`src/rtl/axi_arb_pkg.sv`:
```
// Shared types and constants for the two-requester AXI write arbiter.
package axi_arb_pkg;

  localparam int unsigned AWID_W     = 4;
  localparam logic [1:0]  BRESP_OKAY = 2'b00;

  typedef enum logic [0:0] {
    AW_IDLE  = 1'b0,
    AW_ISSUE = 1'b1
  } aw_state_e;

  typedef logic req_idx_t;

endpackage

```
`src/rtl/arb_order_fifo.sv`:
```
// One-bit synchronous FIFO holding the requester index of each granted burst,
// so W data is forwarded in the same order the AW channel was issued.
module arb_order_fifo #(
  parameter int unsigned DEPTH = 8
) (
  input  logic clk,
  input  logic resetn,
  input  logic push,
  input  logic din,
  input  logic pop,
  output logic full,
  output logic empty,
  output logic head
);

  localparam int unsigned PW = $clog2(DEPTH);
  localparam int unsigned CW = PW + 1;

  logic          mem [DEPTH];
  logic [PW-1:0] wr_ptr;
  logic [PW-1:0] rd_ptr;
  logic [CW-1:0] count;
  logic          do_push;
  logic          do_pop;

  assign do_push = push & ~full;
  assign do_pop  = pop & ~empty;
  assign full    = (count == CW'(DEPTH));
  assign empty   = (count == '0);
  assign head    = mem[rd_ptr];

  // Storage needs no reset; occupancy is tracked by count.
  always_ff @(posedge clk) begin
    if (do_push) mem[wr_ptr] <= din;
  end

  always_ff @(posedge clk or negedge resetn) begin
    if (!resetn) begin
      wr_ptr <= '0;
      rd_ptr <= '0;
      count  <= '0;
    end else begin
      if (do_push) wr_ptr <= wr_ptr + PW'(1);
      if (do_pop)  rd_ptr <= rd_ptr + PW'(1);
      if (do_push && !do_pop)      count <= count + CW'(1);
      else if (!do_push && do_pop) count <= count - CW'(1);
    end
  end

endmodule

```
`src/rtl/axi_wr_arbiter.sv`:
```
// Round-robin AXI write arbiter: two requesters onto one manager port.
// Define AXI_WR_ARBITER_STATS_EN to add burst and error-response counters.
module axi_wr_arbiter
  import axi_arb_pkg::*;
#(
  parameter int unsigned DW          = 512,
  parameter int unsigned ORDER_DEPTH = 8
) (
  input  logic            clk,
  input  logic            resetn,
  input  logic [63:0]     S0_AXI_AWADDR,
  input  logic [7:0]      S0_AXI_AWLEN,
  input  logic [2:0]      S0_AXI_AWSIZE,
  input  logic [1:0]      S0_AXI_AWBURST,
  input  logic            S0_AXI_AWVALID,
  output logic            S0_AXI_AWREADY,
  input  logic [DW-1:0]   S0_AXI_WDATA,
  input  logic [DW/8-1:0] S0_AXI_WSTRB,
  input  logic            S0_AXI_WLAST,
  input  logic            S0_AXI_WVALID,
  output logic            S0_AXI_WREADY,
  output logic [1:0]      S0_AXI_BRESP,
  output logic            S0_AXI_BVALID,
  input  logic            S0_AXI_BREADY,
  input  logic [63:0]     S1_AXI_AWADDR,
  input  logic [7:0]      S1_AXI_AWLEN,
  input  logic [2:0]      S1_AXI_AWSIZE,
  input  logic [1:0]      S1_AXI_AWBURST,
  input  logic            S1_AXI_AWVALID,
  output logic            S1_AXI_AWREADY,
  input  logic [DW-1:0]   S1_AXI_WDATA,
  input  logic [DW/8-1:0] S1_AXI_WSTRB,
  input  logic            S1_AXI_WLAST,
  input  logic            S1_AXI_WVALID,
  output logic            S1_AXI_WREADY,
  output logic [1:0]      S1_AXI_BRESP,
  output logic            S1_AXI_BVALID,
  input  logic            S1_AXI_BREADY,
  output logic [63:0]     M_AXI_AWADDR,
  output logic [7:0]      M_AXI_AWLEN,
  output logic [2:0]      M_AXI_AWSIZE,
  output logic [1:0]      M_AXI_AWBURST,
  output logic [3:0]      M_AXI_AWID,
  output logic            M_AXI_AWVALID,
  input  logic            M_AXI_AWREADY,
  output logic [DW-1:0]   M_AXI_WDATA,
  output logic [DW/8-1:0] M_AXI_WSTRB,
  output logic            M_AXI_WLAST,
  output logic            M_AXI_WVALID,
  input  logic            M_AXI_WREADY,
  input  logic [1:0]      M_AXI_BRESP,
  input  logic [3:0]      M_AXI_BID,
  input  logic            M_AXI_BVALID,
  output logic            M_AXI_BREADY
`ifdef AXI_WR_ARBITER_STATS_EN
  ,
  output logic [31:0]     s0_bursts,
  output logic [31:0]     s1_bursts,
  output logic [31:0]     bresp_errors
`endif
);

  aw_state_e          state_q, state_d;
  req_idx_t           last_q, last_d;
  req_idx_t           gidx;
  logic               grant_c;
  logic               fifo_full, fifo_empty, fifo_head, fifo_pop;
  req_idx_t           w_sel;
  req_idx_t           b_sel;
  logic               unused_bid;
  logic [63:0]        aw_addr_q;
  logic [7:0]         aw_len_q;
  logic [2:0]         aw_size_q;
  logic [1:0]         aw_burst_q;
  logic [AWID_W-1:0]  aw_id_q;

  // Grant decision: the requester not granted last wins a tie.
  always_comb begin
    state_d        = state_q;
    last_d         = last_q;
    gidx           = ~last_q;
    grant_c        = 1'b0;
    S0_AXI_AWREADY = 1'b0;
    S1_AXI_AWREADY = 1'b0;
    case (state_q)
      AW_IDLE: begin
        if (resetn && (S0_AXI_AWVALID || S1_AXI_AWVALID) && !fifo_full) begin
          grant_c = 1'b1;
          if (!(S0_AXI_AWVALID && S1_AXI_AWVALID)) gidx = req_idx_t'(S1_AXI_AWVALID);
          last_d         = gidx;
          state_d        = AW_ISSUE;
          S0_AXI_AWREADY = ~gidx;
          S1_AXI_AWREADY = gidx;
        end
      end
      AW_ISSUE: if (M_AXI_AWREADY) state_d = AW_IDLE;
      default:  state_d = AW_IDLE;
    endcase
  end

  always_ff @(posedge clk or negedge resetn) begin
    if (!resetn) begin
      state_q    <= AW_IDLE;
      last_q     <= 1'b1;
      aw_addr_q  <= '0;
      aw_len_q   <= '0;
      aw_size_q  <= '0;
      aw_burst_q <= '0;
      aw_id_q    <= '0;
    end else begin
      state_q <= state_d;
      last_q  <= last_d;
      if (grant_c) begin
        aw_addr_q  <= gidx ? S1_AXI_AWADDR  : S0_AXI_AWADDR;
        aw_len_q   <= gidx ? S1_AXI_AWLEN   : S0_AXI_AWLEN;
        aw_size_q  <= gidx ? S1_AXI_AWSIZE  : S0_AXI_AWSIZE;
        aw_burst_q <= gidx ? S1_AXI_AWBURST : S0_AXI_AWBURST;
        aw_id_q    <= AWID_W'({3'b000, gidx});
      end
    end
  end

  assign M_AXI_AWVALID = (state_q == AW_ISSUE);
  assign M_AXI_AWADDR  = aw_addr_q;
  assign M_AXI_AWLEN   = aw_len_q;
  assign M_AXI_AWSIZE  = aw_size_q;
  assign M_AXI_AWBURST = aw_burst_q;
  assign M_AXI_AWID    = aw_id_q;

  arb_order_fifo #(.DEPTH(ORDER_DEPTH)) u_order (
    .clk    (clk),
    .resetn (resetn),
    .push   (grant_c),
    .din    (gidx),
    .pop    (fifo_pop),
    .full   (fifo_full),
    .empty  (fifo_empty),
    .head   (fifo_head)
  );

  // W path follows the oldest outstanding grant.
  assign w_sel         = fifo_head & ~fifo_empty;
  assign M_AXI_WDATA   = w_sel ? S1_AXI_WDATA : S0_AXI_WDATA;
  assign M_AXI_WSTRB   = w_sel ? S1_AXI_WSTRB : S0_AXI_WSTRB;
  assign M_AXI_WLAST   = w_sel ? S1_AXI_WLAST : S0_AXI_WLAST;
  assign M_AXI_WVALID  = ~fifo_empty & (w_sel ? S1_AXI_WVALID : S0_AXI_WVALID);
  assign S0_AXI_WREADY = ~fifo_empty & ~w_sel & M_AXI_WREADY;
  assign S1_AXI_WREADY = ~fifo_empty & w_sel & M_AXI_WREADY;
  assign fifo_pop      = M_AXI_WVALID & M_AXI_WREADY & M_AXI_WLAST;

  // B path is steered by the low bit of BID, which carries the requester index.
  assign b_sel         = M_AXI_BID[0];
  assign unused_bid    = ^M_AXI_BID[AWID_W-1:1];
  assign S0_AXI_BVALID = M_AXI_BVALID & ~b_sel;
  assign S1_AXI_BVALID = M_AXI_BVALID & b_sel;
  assign S0_AXI_BRESP  = M_AXI_BRESP;
  assign S1_AXI_BRESP  = M_AXI_BRESP;
  assign M_AXI_BREADY  = b_sel ? S1_AXI_BREADY : S0_AXI_BREADY;

`ifdef AXI_WR_ARBITER_STATS_EN
  always_ff @(posedge clk or negedge resetn) begin
    if (!resetn) begin
      s0_bursts    <= '0;
      s1_bursts    <= '0;
      bresp_errors <= '0;
    end else begin
      if (grant_c && !gidx) s0_bursts <= s0_bursts + 32'd1;
      if (grant_c && gidx)  s1_bursts <= s1_bursts + 32'd1;
      if (M_AXI_BVALID && M_AXI_BREADY && (M_AXI_BRESP != BRESP_OKAY))
        bresp_errors <= bresp_errors + 32'd1;
    end
  end
`endif

endmodule

```
`config.mk`:
```
export PLATFORM = sky130hd
export DESIGN_NAME = axi_wr_arbiter
export DESIGN_NICKNAME = d
export VERILOG_FILES = /design/src/rtl/axi_arb_pkg.sv /design/src/rtl/arb_order_fifo.sv /design/src/rtl/axi_wr_arbiter.sv
export SDC_FILE = /design/constraint.sdc
export NUM_CORES = 1
export LEC_CHECK = 0
export ABC_AREA = 1
export CORE_AREA = 2 2 776 778
export CTS_BUF_LIST = sky130_fd_sc_hd__clkbuf_8
export CTS_CLUSTER_DIAMETER = 60
export DETAILED_ROUTE_END_ITERATION = 7
export DIE_AREA = 0 0 778 780
export HOLD_SLACK_MARGIN = 0.05
export PLACE_DENSITY_LB_ADDON = 0.12
export SLEW_MARGIN = 20
export SYNTH_ARGS = -nofsm -noshare
export SYNTH_HDL_FRONTEND = slang
export SYNTH_SLANG_ARGS = --single-unit
```
`constraint.sdc`:
```
create_clock -name clk -period 4.1 [get_ports clk]
set_input_delay 1.025 -clock clk [delete_from_list [all_inputs] [get_ports clk]]
set_output_delay 1.025 -clock clk [all_outputs]
set_load 0.005 [all_outputs]
```
==> results <==
- The TritonCTS buffer count is 9.
- The standard cell core area is approximately 0.6 sq mm.
- Of all cell types, the one taking the most synthesized area is sky130_fd_sc_hd__nand3_2.
- The overall die area is between 0.6 and 0.7 sq mm.
- The detailed router's first-iteration violation count is between 1500 and 2000.
- The final-report max-slew violation count is 0.
- The total iterations of the first detailed-routing run is 6.
- The width of the chip is 778 microns.
- The critical path in this run is classified as flip-flop to primary output.
- For this configuration, the core starts out at a cell density of 0.0280.
- Entering global routing, the biggest net connects 78 pins.
- Counting flops and latches in the post-synthesis netlist gives 98.
- The initial antenna violation count was about 550.
- After clock tree synthesis, the clock-pin slew on the worst setup and hold paths is between 100 and 150 ps.
- The accumulated negative setup slack is 0 ps.
- The number of global-route vias before repair is between 20000 and 30000.
- The number of levels the H-tree was split into is 3.
- Routability-driven placement finished with a final weighted congestion of between 0.9 and 1.
- After synthesis, the netlist uses 35 different library cells.
- In the final layout, the share of cells above drive strength 1 is 0.266.
- Subtracting the final worst setup slack from the clock period gives roughly 4000 ps.
- The slew at the pin closest to its max-slew limit is approximately 1100 ps.
- The critical path data arrival time is around 3000 ps.
- Across every metal layer, demand over resource in global routing totals 0.141.
- The number of sinks on the clock net is 98.
- In the layout the commonest cells are 1540 x sky130_fd_sc_hd__clkdlybuf4s50_1, 1088 x sky130_fd_sc_hd__nand2_1, 457 x sky130_fd_sc_hd__nand3_2.
- The final worst-path cycle share is 0.980.
- The relative area change from synthesis to final layout is 206%.
- The average cell area after synthesis is between 6 and 7 sq um.
- Summed over all layers, the global routing overflow is 0.
- Across the run, the number of max-cap violations was 0.
- Measured against its own limit, the worst slew margin works out to 0.277.
- Setup repair after global routing could not meet its margin everywhere.
- The post-route total power is approximately 44000 uW.
- The type of the worst min-delay path is flip-flop to flip-flop.
- VDD sags by at most ~0.35 mV.
- The final clock skew is roughly 27 ps.
- The share of synthesized area in the top cell type comes to 0.301.
- The kind of end point of the critical path is a primary output.
- The global-route wire length before repair is ~500000 microns.
- The data required time of the critical path is between 3000 and 4000 ps.
- In this run the deepest clock path goes through 2 buffers.
- The power density over the cells is between 800 and 900 mW/mm^2.
- Detailed placement finished with a half-perimeter wire length of 406000 microns.
- The mean routed wirelength per cell is ~35 microns.
- The port buffer count is ~2000.
- The via count is between 20000 and 30000.
- The worst setup path is launched from a flip-flop.
- For this design the top-level I/O count stands at around 2000.
- The run finished with clean final reports.
- The static leakage power is slightly above 0.02 uW.
- The clock network latency to the later pin of the worst-skew pair is between 500 and 600 ps.
- TritonCTS built the clock tree.
- Based on the critical path, the design can be clocked at up to about 0.25 GHz.
- The number of hold buffers added after CTS is 0.
- After detailed routing, the number of remaining DRC violations is 0.
- The total of endpoints with negative setup slack in the final report is 0.
- By area the synthesized netlist is led by sky130_fd_sc_hd__nand3_2 30%, sky130_fd_sc_hd__nand2_1 28%, sky130_fd_sc_hd__dfrtp_1 13%.
- The remaining number of nets flagged by the antenna check after routing is 0.
- The vertical die dimension is about 780 microns.
- The clock root buffer is sky130_fd_sc_hd__clkbuf_8.
- For this block, the routed nets add up to between 400000 and 500000 microns of wire.
- The cell total after placement is between 10000 and 15000.
- Of the synthesized area, sequential elements account for 0.148.
- For this run, the number of standard cells in the final layout without fillers is approximately 13000.
- The final hold violation count came to 0.
- Once layout is complete, the utilization of the core stands at 0.0858.
- The highest fanout seen on the critical path is 7.
- During synthesis, Yosys emitted a total of 0 warnings.
- The cell count after synthesis is between 2000 and 2500.
- In this run the core area contains ~290 standard-cell rows.
- The most common cell after layout, fill and taps aside is sky130_fd_sc_hd__clkdlybuf4s50_1.
- The synthesized netlist occupies a cell area of 0.0168 sq mm.
- The detail-routed via count per cell is 2.31.
- At the end of the flow, the number of nets in the layout was roughly 6000.
-- power breakdown --
group          leakage (uW)  switching (uW)  internal [uW]
clock network      0.000107             553            301
logic                0.0192           23400          18000
registers           0.00118             301           1420
total                0.0205           24300          19700
-- cells in the mapped netlist (all sizes together) --
master and instances:
o21ai 157, xnor2 2, clkbuf 34, dfrtp 89, or2 2, nand3 587, nand2 1271, xor2 3
fa 1, ha 5, dfstp 1, mux2 1, buf 198, conb 1, nand4 4, a21oi 2
a211oi 1, nor2 94, inv 31, edfxtp 8
-- layer usage --
metal | wire length, microns | GRT usage | vias up
met5 | 2210 | 0 | -
met4 | 13300 | 0.0273 | 332
met3 | 62500 | 0.0834 | 933
met2 | 199000 | 0.230 | 2222
met1 | 171000 | 0.158 | 13500
li1 | - | - | 12300
-- layout make-up --
cell class / count / area (sq um)
fill: 70100 / 548000
timing repair buffer: 2308 / 25500
multi-input combinational: 2133 / 12800
tap: 8036 / 10100
sequential: 98 / 2500
antenna: 65 / 163
inverter: 31 / 145
clock buffer: 9 / 124
clock inverter: 7 / 93.8
timing repair inverter: 3 / 66.3
-- critical path: stages (launching register included) --
cell                            delay [ps]
sky130_fd_sc_hd__dfrtp_2               470
sky130_fd_sc_hd__buf_12                140
sky130_fd_sc_hd__nand2_1                70
sky130_fd_sc_hd__nand3_2                90
sky130_fd_sc_hd__nand3_4               150
sky130_fd_sc_hd__nand3_4               140
sky130_fd_sc_hd__buf_16                190
sky130_fd_sc_hd__buf_12                160
sky130_fd_sc_hd__buf_16                150
sky130_fd_sc_hd__buf_12                130
sky130_fd_sc_hd__buf_4                 150
sky130_fd_sc_hd__buf_16                150
sky130_fd_sc_hd__nand2_4               120
sky130_fd_sc_hd__nand2_1                70
sky130_fd_sc_hd__dlygate4sd2_1         260
-- registers in the layout, indices dropped and copies added (netlist names), 2 cells and up --
register and flops:
u_order.rd_ptr 3, M_AXI_AWBURST 2, u_order.count 4, M_AXI_AWADDR 64, M_AXI_AWLEN 8, M_AXI_AWSIZE 3
u_order.mem 8, u_order.wr_ptr 3
-- cells by family (layout without fill, tap and decap cells) --
kind of cell	Yosys count	count (layout)	synth area share
simple gates	1958	1958	0.638
xor+xnor	5	5	0.00261
other cells	1	68	0.000223
buf+inv	263	2358	0.157
fa+ha+maj	6	6	0.00491
compound gates	160	160	0.0480
flops	98	98	0.148
mux	1	1	0.000670
-- metrics by stage --
step	setup slack, ps	cell area [sq um]	hold slack (ps)
final	82.2	51400	510
after global routing	-65.7	51400	530
after CTS	-128	49700	515
after detailed placement	117	46600	467
after global placement	-78.7	46600	468
after floorplan	1090	16800	473
-- final timing paths --
kind / start / endpoint / cells past startpoint / slack, ps
max: u_order.rd_ptr[0] / M_AXI_WDATA[471] / 14 / 80
min: M_AXI_AWLEN[3] / M_AXI_AWLEN[3] / 2 / 510
max reg2reg: u_order.rd_ptr[0] / u_order.count[3] / 21 / 540
min reg2reg: M_AXI_AWLEN[3] / M_AXI_AWLEN[3] / 2 / 510
max in group asynchronous: resetn / u_order.rd_ptr[0] / 4 / 1740
min in group asynchronous: resetn / M_AXI_AWADDR[29] / 2 / 600
-- what timing repair did --
item | in CTS | in global routing
setup buffers | 89 | 71
gates resized for setup | 544 | 289
setup endpoints to repair | 477 | 277
pin swaps | 13 | 16
gates cloned | 38 | 15
Note: power is estimated with default switching activity, not from simulation.
